--- src/rtl/pet2001_video_pkg.sv ---
// pet2001_video_pkg
//   Shared constants and types for the PET 2001 video pixel back end.
//   CELL_PIX    : pixels serialised per 1 us character cell
//   PIX_DELAY   : strobe/pixel pipeline latency in 8 MHz pixel ticks
//   crom_addr_t : character ROM address {gfx, code[6:0], ra[2:0]}
//   strobes_t   : timing-generator strobes that travel alongside the pixels
package pet2001_video_pkg;

  localparam int CELL_PIX  = 8;
  localparam int PIX_DELAY = 8;

  typedef logic [10:0] crom_addr_t;

  typedef struct packed {
    logic de;
    logic hblank;
    logic vblank;
    logic hsync;
    logic vsync;
  } strobes_t;

  // Glyph-row address: bank select on top, 7-bit character code, then row.
  function automatic crom_addr_t make_crom_addr(input logic       gfx,
                                                input logic [6:0] code,
                                                input logic [2:0] ra);
    return {gfx, code, ra};
  endfunction

endpackage

--- src/rtl/pet2001_pixel_shifter_if.sv ---
// pet2001_pixel_shifter_if
//   Memory-side bus of the pixel shifter: video RAM and character ROM reads.
//   vram_addr (11) / vram_data (8) : video RAM read port
//   crom_addr (11) / crom_data (8) : character ROM read port
//   modport master : the pixel shifter (drives addresses, receives data)
//   modport slave  : the memories (receive addresses, drive data)
//
// Bus protocol: there is no valid/ready pair. Both ports are fixed-latency
// synchronous reads -- an address held stable on a clk edge yields its data
// on the following clk edge. The shifter keeps each address stable for a
// whole pixel tick, so a read is never lost or back-pressured.
interface pet2001_pixel_shifter_if;
  import pet2001_video_pkg::*;

  logic [10:0] vram_addr;
  logic [7:0]  vram_data;
  crom_addr_t  crom_addr;
  logic [7:0]  crom_data;

  modport master (
    output vram_addr,
    input  vram_data,
    output crom_addr,
    input  crom_data
  );

  modport slave (
    input  vram_addr,
    output vram_data,
    input  crom_addr,
    output crom_data
  );

endinterface

--- src/rtl/pet2001_strobe_delay.sv ---
// pet2001_strobe_delay
//   DELAY-deep shift register of timing strobes, advanced on ce.
//   clk     : system clock
//   reset_n : synchronous active-low reset, clears every stage
//   ce      : shift enable (8 MHz pixel tick)
//   din     : strobes entering the line
//   dout    : strobes leaving the line, DELAY ce ticks after entry
module pet2001_strobe_delay
  import pet2001_video_pkg::*;
#(
  parameter int DELAY = PIX_DELAY
) (
  input  logic     clk,
  input  logic     reset_n,
  input  logic     ce,
  input  strobes_t din,
  output strobes_t dout
);

  strobes_t stage [DELAY];

  always_ff @(posedge clk) begin
    if (!reset_n) begin
      for (int i = 0; i < DELAY; i++) stage[i] <= '0;
    end else if (ce) begin
      stage[0] <= din;
      for (int i = 1; i < DELAY; i++) stage[i] <= stage[i-1];
    end
  end

  assign dout = stage[DELAY-1];

endmodule

--- src/rtl/pet2001_pixel_shifter.sv ---
// pet2001_pixel_shifter
//   PET 2001 pixel back end: fetches the character code from video RAM,
//   looks up the glyph row in character ROM, applies reverse video and
//   blanking, and serialises 8 pixels per character cell. Timing strobes
//   are delayed so they stay aligned with the serial pixel stream.
//   clk, reset_n     : system clock, synchronous active-low reset
//   ce_8mp           : generator tick; phase counter advances here
//   ce_8mn           : pixel tick (>=3 clk after ce_8mp); pipeline advances
//   vid_ma, vid_ra   : matrix / row address from the timing generator
//   vid_de, vid_*    : display enable, blank and sync strobes
//   video_blank      : forces pixels to 0 from the next cell boundary
//   video_gfx        : character ROM bank select
//   mem              : video RAM / character ROM read bus (master side)
//   pix              : serial pixel, leftmost first
//   de_o .. vsync_o  : strobes aligned with pix
//   dbg_ph           : phase counter, observable for checkers
module pet2001_pixel_shifter
  import pet2001_video_pkg::*;
#(
  parameter int DELAY = PIX_DELAY
) (
  input  logic        clk,
  input  logic        reset_n,
  input  logic        ce_8mp,
  input  logic        ce_8mn,
  input  logic [13:0] vid_ma,
  input  logic [4:0]  vid_ra,
  input  logic        vid_de,
  input  logic        vid_hblank,
  input  logic        vid_vblank,
  input  logic        vid_hsync,
  input  logic        vid_vsync,
  input  logic        video_blank,
  input  logic        video_gfx,
  pet2001_pixel_shifter_if.master mem,
  output logic        pix,
  output logic        de_o,
  output logic        hblank_o,
  output logic        vblank_o,
  output logic        hsync_o,
  output logic        vsync_o,
  output logic [2:0]  dbg_ph
);

  // Upper matrix-address bits wrap away; only row bits [2:0] select a row.
  logic unused_bits;
  assign unused_bits = &{1'b0, vid_ma[13:11], vid_ra[4:3]};

  // ---------------------------------------------------------------------
  // Phase counter: mirrors the generator's hc[2:0]. The generator's hblank
  // falls as hc moves onto the last pixel of the line, so the fall is seen
  // one ce_8mp later, exactly when hc wraps to a cell start.
  // ---------------------------------------------------------------------
  logic [2:0] ph;
  logic       hb_q;

  always_ff @(posedge clk) begin
    if (!reset_n) begin
      ph   <= '0;
      hb_q <= 1'b0;
    end else if (ce_8mp) begin
      hb_q <= vid_hblank;
      if (hb_q && !vid_hblank) ph <= '0;
      else                     ph <= ph + 3'd1;
    end
  end

  assign dbg_ph = ph;

  // ---------------------------------------------------------------------
  // Cell pipeline on ce_8mn.
  //   ph==0 : latch matrix/row address; load shifter with previous cell
  //   ph==1 : code from video RAM is back; issue character ROM address
  //   else  : shift one pixel out
  // The load term reads inv_q/de_q/crom_data before the ph==1 overwrite,
  // so a cell's glyph is displayed during the following cell period.
  // ---------------------------------------------------------------------
  logic [10:0] vram_addr_q;
  crom_addr_t  crom_addr_q;
  logic [2:0]  ra_q;
  logic        inv_q;
  logic        de_q;
  logic [7:0]  shifter;
  logic [7:0]  glyph_load;

  // Reverse video only inside the display area; borders and blank stay 0.
  assign glyph_load = (mem.crom_data ^ {CELL_PIX{inv_q}}) &
                      {CELL_PIX{de_q & ~video_blank}};

  always_ff @(posedge clk) begin
    if (!reset_n) begin
      vram_addr_q <= '0;
      crom_addr_q <= '0;
      ra_q        <= '0;
      inv_q       <= 1'b0;
      de_q        <= 1'b0;
      shifter     <= '0;
    end else if (ce_8mn) begin
      if (ph == 3'd0) begin
        vram_addr_q <= vid_ma[10:0];
        ra_q        <= vid_ra[2:0];
        shifter     <= glyph_load;
      end else begin
        shifter     <= {shifter[6:0], 1'b0};
      end
      if (ph == 3'd1) begin
        inv_q       <= mem.vram_data[7];
        crom_addr_q <= make_crom_addr(video_gfx, mem.vram_data[6:0], ra_q);
        de_q        <= vid_de;
      end
    end
  end

  assign mem.vram_addr = vram_addr_q;
  assign mem.crom_addr = crom_addr_q;
  assign pix           = shifter[7];

  // ---------------------------------------------------------------------
  // Strobe alignment. Strobes are captured on the same ce_8mn edges the
  // pipeline samples the generator, then travel DELAY ticks; they leave on
  // the edge that loads the matching cell into the shifter.
  // ---------------------------------------------------------------------
  strobes_t strb_in;
  strobes_t strb_q;
  strobes_t strb_out;

  assign strb_in = '{de: vid_de, hblank: vid_hblank, vblank: vid_vblank,
                     hsync: vid_hsync, vsync: vid_vsync};

  always_ff @(posedge clk) begin
    if (!reset_n)    strb_q <= '0;
    else if (ce_8mn) strb_q <= strb_in;
  end

  pet2001_strobe_delay #(.DELAY(DELAY)) u_strobe_delay (
    .clk     (clk),
    .reset_n (reset_n),
    .ce      (ce_8mn),
    .din     (strb_q),
    .dout    (strb_out)
  );

  assign de_o     = strb_out.de;
  assign hblank_o = strb_out.hblank;
  assign vblank_o = strb_out.vblank;
  assign hsync_o  = strb_out.hsync;
  assign vsync_o  = strb_out.vsync;

endmodule

--- src/flat_wrapper.sv ---
// flat-port wrapper written by rule: the top's interface ports become plain ports
module pet2001_pixel_shifter_flat import pet2001_video_pkg::*;
#(
  parameter int DELAY = PIX_DELAY
)
  (clk, reset_n, ce_8mp, ce_8mn, vid_ma, vid_ra, vid_de, vid_hblank, vid_vblank, vid_hsync, vid_vsync, video_blank, video_gfx, pix, de_o, hblank_o, vblank_o, hsync_o, vsync_o, dbg_ph, mem_vram_addr, mem_vram_data, mem_crom_addr, mem_crom_data);
  pet2001_pixel_shifter_if mem_i ();
  input  logic clk;
  input  logic reset_n;
  input  logic ce_8mp;
  input  logic ce_8mn;
  input  logic [13:0] vid_ma;
  input  logic [4:0] vid_ra;
  input  logic vid_de;
  input  logic vid_hblank;
  input  logic vid_vblank;
  input  logic vid_hsync;
  input  logic vid_vsync;
  input  logic video_blank;
  input  logic video_gfx;
  output logic pix;
  output logic de_o;
  output logic hblank_o;
  output logic vblank_o;
  output logic hsync_o;
  output logic vsync_o;
  output logic [2:0] dbg_ph;
  output wire logic [$bits(mem_i.vram_addr)-1:0] mem_vram_addr;
  input wire logic [$bits(mem_i.vram_data)-1:0] mem_vram_data;
  output wire logic [$bits(mem_i.crom_addr)-1:0] mem_crom_addr;
  input wire logic [$bits(mem_i.crom_data)-1:0] mem_crom_data;
  assign mem_vram_addr = mem_i.vram_addr;
  assign mem_i.vram_data = mem_vram_data;
  assign mem_crom_addr = mem_i.crom_addr;
  assign mem_i.crom_data = mem_crom_data;
  pet2001_pixel_shifter #(.DELAY(DELAY)) u_core (.clk(clk), .reset_n(reset_n), .ce_8mp(ce_8mp), .ce_8mn(ce_8mn), .vid_ma(vid_ma), .vid_ra(vid_ra), .vid_de(vid_de), .vid_hblank(vid_hblank), .vid_vblank(vid_vblank), .vid_hsync(vid_hsync), .vid_vsync(vid_vsync), .video_blank(video_blank), .video_gfx(video_gfx), .mem(mem_i), .pix(pix), .de_o(de_o), .hblank_o(hblank_o), .vblank_o(vblank_o), .hsync_o(hsync_o), .vsync_o(vsync_o), .dbg_ph(dbg_ph));
endmodule
--- config.mk ---
export PLATFORM = sky130hd
export DESIGN_NAME = pet2001_pixel_shifter_flat
export DESIGN_NICKNAME = d
export VERILOG_FILES = /design/src/rtl/pet2001_video_pkg.sv /design/src/rtl/pet2001_pixel_shifter_if.sv /design/src/rtl/pet2001_strobe_delay.sv /design/src/rtl/pet2001_pixel_shifter.sv /design/src/flat_wrapper.sv
export SDC_FILE = /design/constraint.sdc
export NUM_CORES = 1
export LEC_CHECK = 0
export BUFFER_PORTS_ARGS = -buffer_cell sky130_fd_sc_hd__buf_2
export CAP_MARGIN = 25
export CELL_PAD_IN_SITES_DETAIL_PLACEMENT = 1
export CELL_PAD_IN_SITES_GLOBAL_PLACEMENT = 2
export CORE_ASPECT_RATIO = 1.5
export CORE_MARGIN = 3
export CORE_UTILIZATION = 34
export DETAILED_ROUTE_END_ITERATION = 12
export PLACE_DENSITY = 0.81
export SKIP_CTS_REPAIR_TIMING = 1
export SYNTH_ARGS = -nofsm -noshare
export SYNTH_HDL_FRONTEND = slang
export SYNTH_SLANG_ARGS = --single-unit
--- constraint.sdc ---
create_clock -name clk -period 2.3 [get_ports clk]
set_clock_uncertainty 0.15 [all_clocks]
set_input_delay 0.115 -clock clk [delete_from_list [all_inputs] [get_ports clk]]
set_output_delay 0.115 -clock clk [all_outputs]
set_load 0.05 [all_outputs]
==> results of run 1 <==
==> cells by family (layout without fill, tap and decap cells) <==
family	count (synthesis)	in the layout	share of synthesized area, %
fa+ha+maj	3	3	1.104
xor+xnor	8	8	2.061
mux	6	6	1.767
buf+inv	25	121	4.527
compound gates	53	53	11.63
flops	84	84	61.24
simple gates	115	115	17.67
==> final cells by class <==
cell class              instances  area, sq um  share of cell area, %
inverters                       3        11.26                 0.2590
clock buffers                  10        229.0                  5.266
multi-input cells             185         1166                  26.82
well taps                     115        143.9                  3.309
clock inverters                 6        32.53                 0.7482
flip-flops and latches         84         2082                  47.88
repair buffers                102        683.2                  15.71
==> state kept, by name, indices dropped and copies added, names as in the netlist, 3 cells and up <==
signal	count
u_core.strb_q	5
u_core.u_strobe_delay.stage	40
u_core.mem.crom_addr	11
u_core.dbg_ph	3
u_core.mem.vram_addr	11
u_core.shifter	8
u_core.ra_q	3
==> how the worst max path moves through the flow <==
stage	from	to	slack, ns	cells after the start
2_1_floorplan	u_core.dbg_ph[0]	u_core.shifter[1]	0.46	6
3_3_place_gp	u_core.dbg_ph[0]	u_core.mem.vram_addr[4]	0.59	5
3_5_place_dp	u_core.dbg_ph[0]	u_core.mem.vram_addr[0]	0.58	5
4_1_cts	u_core.dbg_ph[0]	u_core.mem.vram_addr[8]	0.57	5
5_1_grt	u_core.dbg_ph[0]	u_core.mem.vram_addr[3]	0.39	5
6_report	u_core.dbg_ph[0]	u_core.mem.vram_addr[3]	0.60	5
==> worst max-delay path, stage by stage (launching register included) <==
cell	delay, ns
dfxtp_1	0.40
inv_1	0.08
ha_1	0.24
nand3b_1	0.44
nand2_1	0.17
a21boi_2	0.15
==> layer usage <==
layer	part of all wire (%)	vias up	GRT usage [%]
li1	-	1202	-
met1	43	1146	15.38
met2	51	54	19.67
met3	3.8	13	3.844
met4	2.1	0	5.962
met5	0	-	0
==> metrics by stage <==
stage / hold WS, ns / power [mW]
after CTS: -0.1449 / 3.384
final: -0.03427 / 3.362
after global routing: 0.006264 / 3.531
after global placement: 0.2056 / 2.072
after floorplan: 0.09168 / 1.986
after detailed placement: 0.2154 / 2.084
==> power groups by stage <==
stage / registers, mW / logic [mW] / clock network, mW
after floorplan: 1.81 / 0.172 / 0
after detailed placement: 1.72 / 0.367 / 0
final: 1.68 / 0.400 / 1.28
after CTS: 1.69 / 0.368 / 1.33
after global routing: 1.69 / 0.438 / 1.40
after global placement: 1.71 / 0.359 / 0
==> cells in the final DEF, fill, tap and decap left out, types with 2 or more instances in the layout <==
| cell | n |
|---|---|
| buf_2 | 71 |
| nand3b_1 | 2 |
| edfxtp_1 | 40 |
| o21ai_0 | 9 |
| a21boi_1 | 10 |
| nand2_1 | 54 |
| mux2i_1 | 6 |
| nand2_2 | 2 |
| a21boi_2 | 10 |
| and2_1 | 11 |
| dlygate4sd3_1 | 28 |
| clkbuf_16 | 9 |
| a21boi_0 | 7 |
| clkinv_2 | 2 |
| clkinv_1 | 2 |
| clkinvlp_4 | 2 |
| xor2_1 | 8 |
| a21oi_1 | 7 |
| and3_1 | 30 |
| nor2b_1 | 7 |
| a22oi_1 | 7 |
| dfxtp_1 | 44 |
| ha_1 | 3 |
| inv_1 | 3 |
| buf_12 | 2 |
==> flow_metrics.env, run 1 <==
export IMPL_routabilityCongestion=0.6974
export IMPL_p_per_area_nw_per_um2=773.3
export IMPL_die_x_um=87.65
export IMPL_cp_end_kind="flip-flop"
export IMPL_synth_seq_cells=84
export IMPL_p_leak_nw=1.904
export IMPL_final_nets=434
export IMPL_antenna_found_initial=0
export IMPL_via_count=2415
export IMPL_drtIter0Drc=134
export IMPL_violations="hold timing"
export IMPL_synth_common_cells="nand2_1 (54), dfxtp_1 (44), edfxtp_1 (40)"
export IMPL_final_cell_area_sq_um=4348
export IMPL_netlist_instances=294
export IMPL_critPathMaxFanout=14
export IMPL_async_flop_share_pct=0
export IMPL_io_pins=77
export IMPL_area_delta_synth_final_pct=27.90
export IMPL_fin_cells=505
export IMPL_combinationalPowerShare_pct=11.9
export IMPL_place_inst=461
export IMPL_drc_errors=0
export IMPL_post_route_util_pct=44.62
export IMPL_ys_types=35
export IMPL_die_h_um=128.5
export IMPL_hold_class="input pin to flip-flop"
export IMPL_irDropWorstVdd_uv=484.3
export IMPL_drive_gt1_share_pct=26.41
export IMPL_place_ws_ns=0.5759
export IMPL_r2r_end="u_core.mem.vram_addr[3]"
export IMPL_placedInstanceArea_sq_um=3806
export IMPL_cts_buffers=9
export IMPL_hold_path_startpoint="mem_crom_data[0]"
export IMPL_switchingPower_uw=841.9
export IMPL_finalSetupTns_ns=0
export IMPL_synth_edf_count=40
export IMPL_setup_viol=0
export IMPL_hold_slack_ns=-0.03427
export IMPL_seq_power_share_pct=50.1
export IMPL_htreeDepth=3
export IMPL_r2r_start="u_core.dbg_ph[0]"
export IMPL_slew_headroom_pct=58.31
export IMPL_drt_wl_total_um=7072
export IMPL_grt_pass1_wl_um=10830
export IMPL_yosysSeqAreaShare_pct=61.24
export IMPL_portBuffers=71
export IMPL_num_antenna_cells=0
export IMPL_clockBufferDepth=2
export IMPL_synth_area_top_cells="edfxtp_1 (35%), dfxtp_1 (26%), nand2_1 (6.0%)"
export IMPL_grt_pass1_vias=2291
export IMPL_dieArea_sq_um=11260
export IMPL_slew_violations=0
export IMPL_worst_pin_slew_ns=0.6235
export IMPL_path_clk_slew_ns=0.06
export IMPL_ys_warn_count=0
export IMPL_whs_endpoint="u_core.shifter[0]"
export IMPL_first_pass_iters=4
export IMPL_clock_latency_ns=0.34
export IMPL_r2r_setup_slack_ns=0.60
export IMPL_ant_nets=0
export IMPL_hold_violations=1
export IMPL_hpwl_um=4337
export IMPL_post_route_min_period_ns=1.701
export IMPL_critPathLaunchType="flip-flop"
export IMPL_root_buffer="clkbuf_16"
export IMPL_grt_setup_unrepaired="no"
export IMPL_synth_top_cell_area_share_pct=35.33
export IMPL_ys_flop_type="dfxtp_1"
export IMPL_clockPowerShare_pct=38.0
export IMPL_vias_per_cell=4.782
export IMPL_path_class="flip-flop to flip-flop"
export IMPL_cts_tree="built"
export IMPL_setup_ws_ns=0.5995
export IMPL_max_freq_mhz=588.1
export IMPL_status="finished, violations left"
export IMPL_wl_per_cell_um=14.00
export IMPL_coreArea_sq_um=9744
export IMPL_syn_avg_cell_area_sq_um=11.56
export IMPL_syn_area_sq_um=3400
export IMPL_grt_max_degree=63
export IMPL_yosysMostFrequentCell="nand2_1"
export IMPL_max_cap_violations=0
export IMPL_start_util_pct=34.89
export IMPL_yosysTopAreaCell="edfxtp_1"
export IMPL_std_cell_rows=44
export IMPL_crit_required_ns=2.42
export IMPL_hold_path_cell_count=4
export IMPL_cts_sinks=84
export IMPL_swShare_pct=25.04
export IMPL_fin_crit_sh_pct=73.94
export IMPL_cp_arrival_ns=1.82
export IMPL_overflow=0
export IMPL_worstRegToRegCells=5
export IMPL_gr_usage_all_layers_pct=12.47
export IMPL_nFillCells=1068
export IMPL_syn_nets=343
export IMPL_p_int_mw=2.520
(Power assumes the default switching activity.)
==> run 2: changes to the inputs <==
--- a/config.mk
+++ b/config.mk
@@ -11,9 +11,9 @@
 export CELL_PAD_IN_SITES_GLOBAL_PLACEMENT = 2
 export CORE_ASPECT_RATIO = 1.5
 export CORE_MARGIN = 3
-export CORE_UTILIZATION = 34
+export CORE_UTILIZATION = 31
 export DETAILED_ROUTE_END_ITERATION = 12
-export PLACE_DENSITY = 0.81
+export PLACE_DENSITY = 0.78
 export SKIP_CTS_REPAIR_TIMING = 1
 export SYNTH_ARGS = -nofsm -noshare
 export SYNTH_HDL_FRONTEND = slang
==> constraint.sdc (replaced) <==
create_clock -name clk -period 1.5 [get_ports clk]
set_clock_uncertainty 0.15 [all_clocks]
set_input_delay 0.075 -clock clk [delete_from_list [all_inputs] [get_ports clk]]
set_output_delay 0.075 -clock clk [all_outputs]
set_load 0.05 [all_outputs]
==> flow_metrics.env, run 2 (synthesis results as in run 1) <==
export IMPL_status="finished clean"
export IMPL_portBuffers=71
export IMPL_placedInstanceArea_sq_um=3939
export IMPL_p_leak_nw=1.997
export IMPL_vias_per_cell=4.533
export IMPL_final_cell_area_sq_um=4573
export IMPL_place_inst=498
export IMPL_ant_nets=0
export IMPL_fin_crit_sh_pct=98.40
export IMPL_root_buffer="clkbuf_16"
export IMPL_critPathLaunchType="input pin"
export IMPL_drc_errors=0
export IMPL_irDropWorstVdd_uv=563.7
export IMPL_critPathMaxFanout=7
export IMPL_cts_tree="built"
export IMPL_nFillCells=1180
export IMPL_cts_sinks=84
export IMPL_place_ws_ns=0.05726
export IMPL_path_clk_slew_ns=0.06
export IMPL_num_antenna_cells=0
export IMPL_largest_register_ffs=40
export IMPL_die_h_um=134.3
export IMPL_htreeDepth=3
export IMPL_drtIter0Drc=110
export IMPL_fin_cells=550
export IMPL_finalSetupTns_ns=0
export IMPL_overflow=0
export IMPL_drt_wl_total_um=7420
export IMPL_max_freq_mhz=677.5
export IMPL_setup_viol=0
export IMPL_cts_buffers=9
export IMPL_crit_required_ns=1.58
export IMPL_hold_path_startpoint="mem_crom_data[1]"
export IMPL_area_delta_synth_final_pct=34.52
export IMPL_final_nets=450
export IMPL_routabilityCongestion=0.6567
export IMPL_path_class="input pin to flip-flop"
export IMPL_gr_usage_all_layers_pct=11.89
export IMPL_coreArea_sq_um=10650
export IMPL_slew_violations=0
export IMPL_setup_ws_ns=0.02397
export IMPL_cp_end_kind="flip-flop"
export IMPL_hold_violations=0
export IMPL_wl_per_cell_um=13.49
export IMPL_r2r_start="u_core.dbg_ph[1]"
export IMPL_grt_pass1_wl_um=11580
export IMPL_hold_class="input pin to flip-flop"
export IMPL_final_common_cell="buf_2"
export IMPL_worst_pin_slew_ns=0.2983
export IMPL_drive_gt1_share_pct=29.56
export IMPL_io_pins=77
export IMPL_std_cell_rows=46
export IMPL_first_pass_iters=4
export IMPL_hpwl_um=4824
export IMPL_max_cap_violations=0
export IMPL_dieArea_sq_um=12290
export IMPL_start_util_pct=31.93
export IMPL_post_route_min_period_ns=1.476
export IMPL_via_count=2493
export IMPL_grt_pass1_vias=2390
export IMPL_crit_path_start="ce_8mp"
export IMPL_clockBufferDepth=2
export IMPL_top_register="u_core.u_strobe_delay.stage"
export IMPL_cp_arrival_ns=1.56
export IMPL_clock_latency_ns=0.33
export IMPL_antenna_found_initial=0
export IMPL_final_cell_mix="buf_2 (71), nand2_1 (54), dfxtp_1 (41)"
export IMPL_die_x_um=91.51
export IMPL_p_per_area_nw_per_um2=1142
export IMPL_slew_headroom_pct=79.84
export IMPL_grt_max_degree=43
## run 2: critical path, stage by stage
cell	delay, ns
dlygate4sd3_1	0.52
buf_2	0.17
mux2i_1	0.19
dlygate4sd3_1	0.56
nor2b_1	0.04
## run 2: where the power goes
part | leakage, nW | switching, mW | total (mW) | internal [mW]
sequential | 0.805 | 0.0490 | 2.58 | 2.53
clock | 0.125 | 0.851 | 1.96 | 1.11
combinational | 1.07 | 0.402 | 0.679 | 0.277
## run 2: path summary, 6_finish.rpt
check                             to  slack (ns)  depth (start not counted)
max reg2reg  u_core.mem.crom_addr[9]        0.11                          6
max                      u_core.hb_q        0.02                          5
min reg2reg  u_core.mem.crom_addr[2]        0.30                          2
min                u_core.shifter[1]        0.02                          4
## run 2: area by class of cell
cell class | instances | area (sq um) | area share, %
Tap cell | 144 | 180.2 | 3.940
Clock inverter | 5 | 28.78 | 0.6293
Multi-Input combinational cell | 185 | 1186 | 25.94
Clock buffer | 11 | 232.7 | 5.089
Inverter | 3 | 11.26 | 0.2462
Sequential cell | 84 | 2091 | 45.72
Timing Repair Buffer | 118 | 843.3 | 18.44
## run 2: metal layers
metal | vias to the layer above | share of wire (%) | global-route usage (%)
li1 | 1243 | - | -
met1 | 1194 | 42 | 14.19
met2 | 50 | 53 | 19.68
met3 | 6 | 4.0 | 4.040
met4 | 0 | 0.85 | 4.530
met5 | - | 0 | 0
## run 2: stage by stage
stage                     util [%]  hold WS [ns]  total power [mW]
final                        42.95       0.01502             5.224
after global routing         42.95       0.04896             5.470
after detailed placement     36.99        0.1733             3.236
after floorplan                  -       0.05168             3.045
after CTS                    39.45       -0.1871             5.222
after global placement       36.99        0.1660             3.214
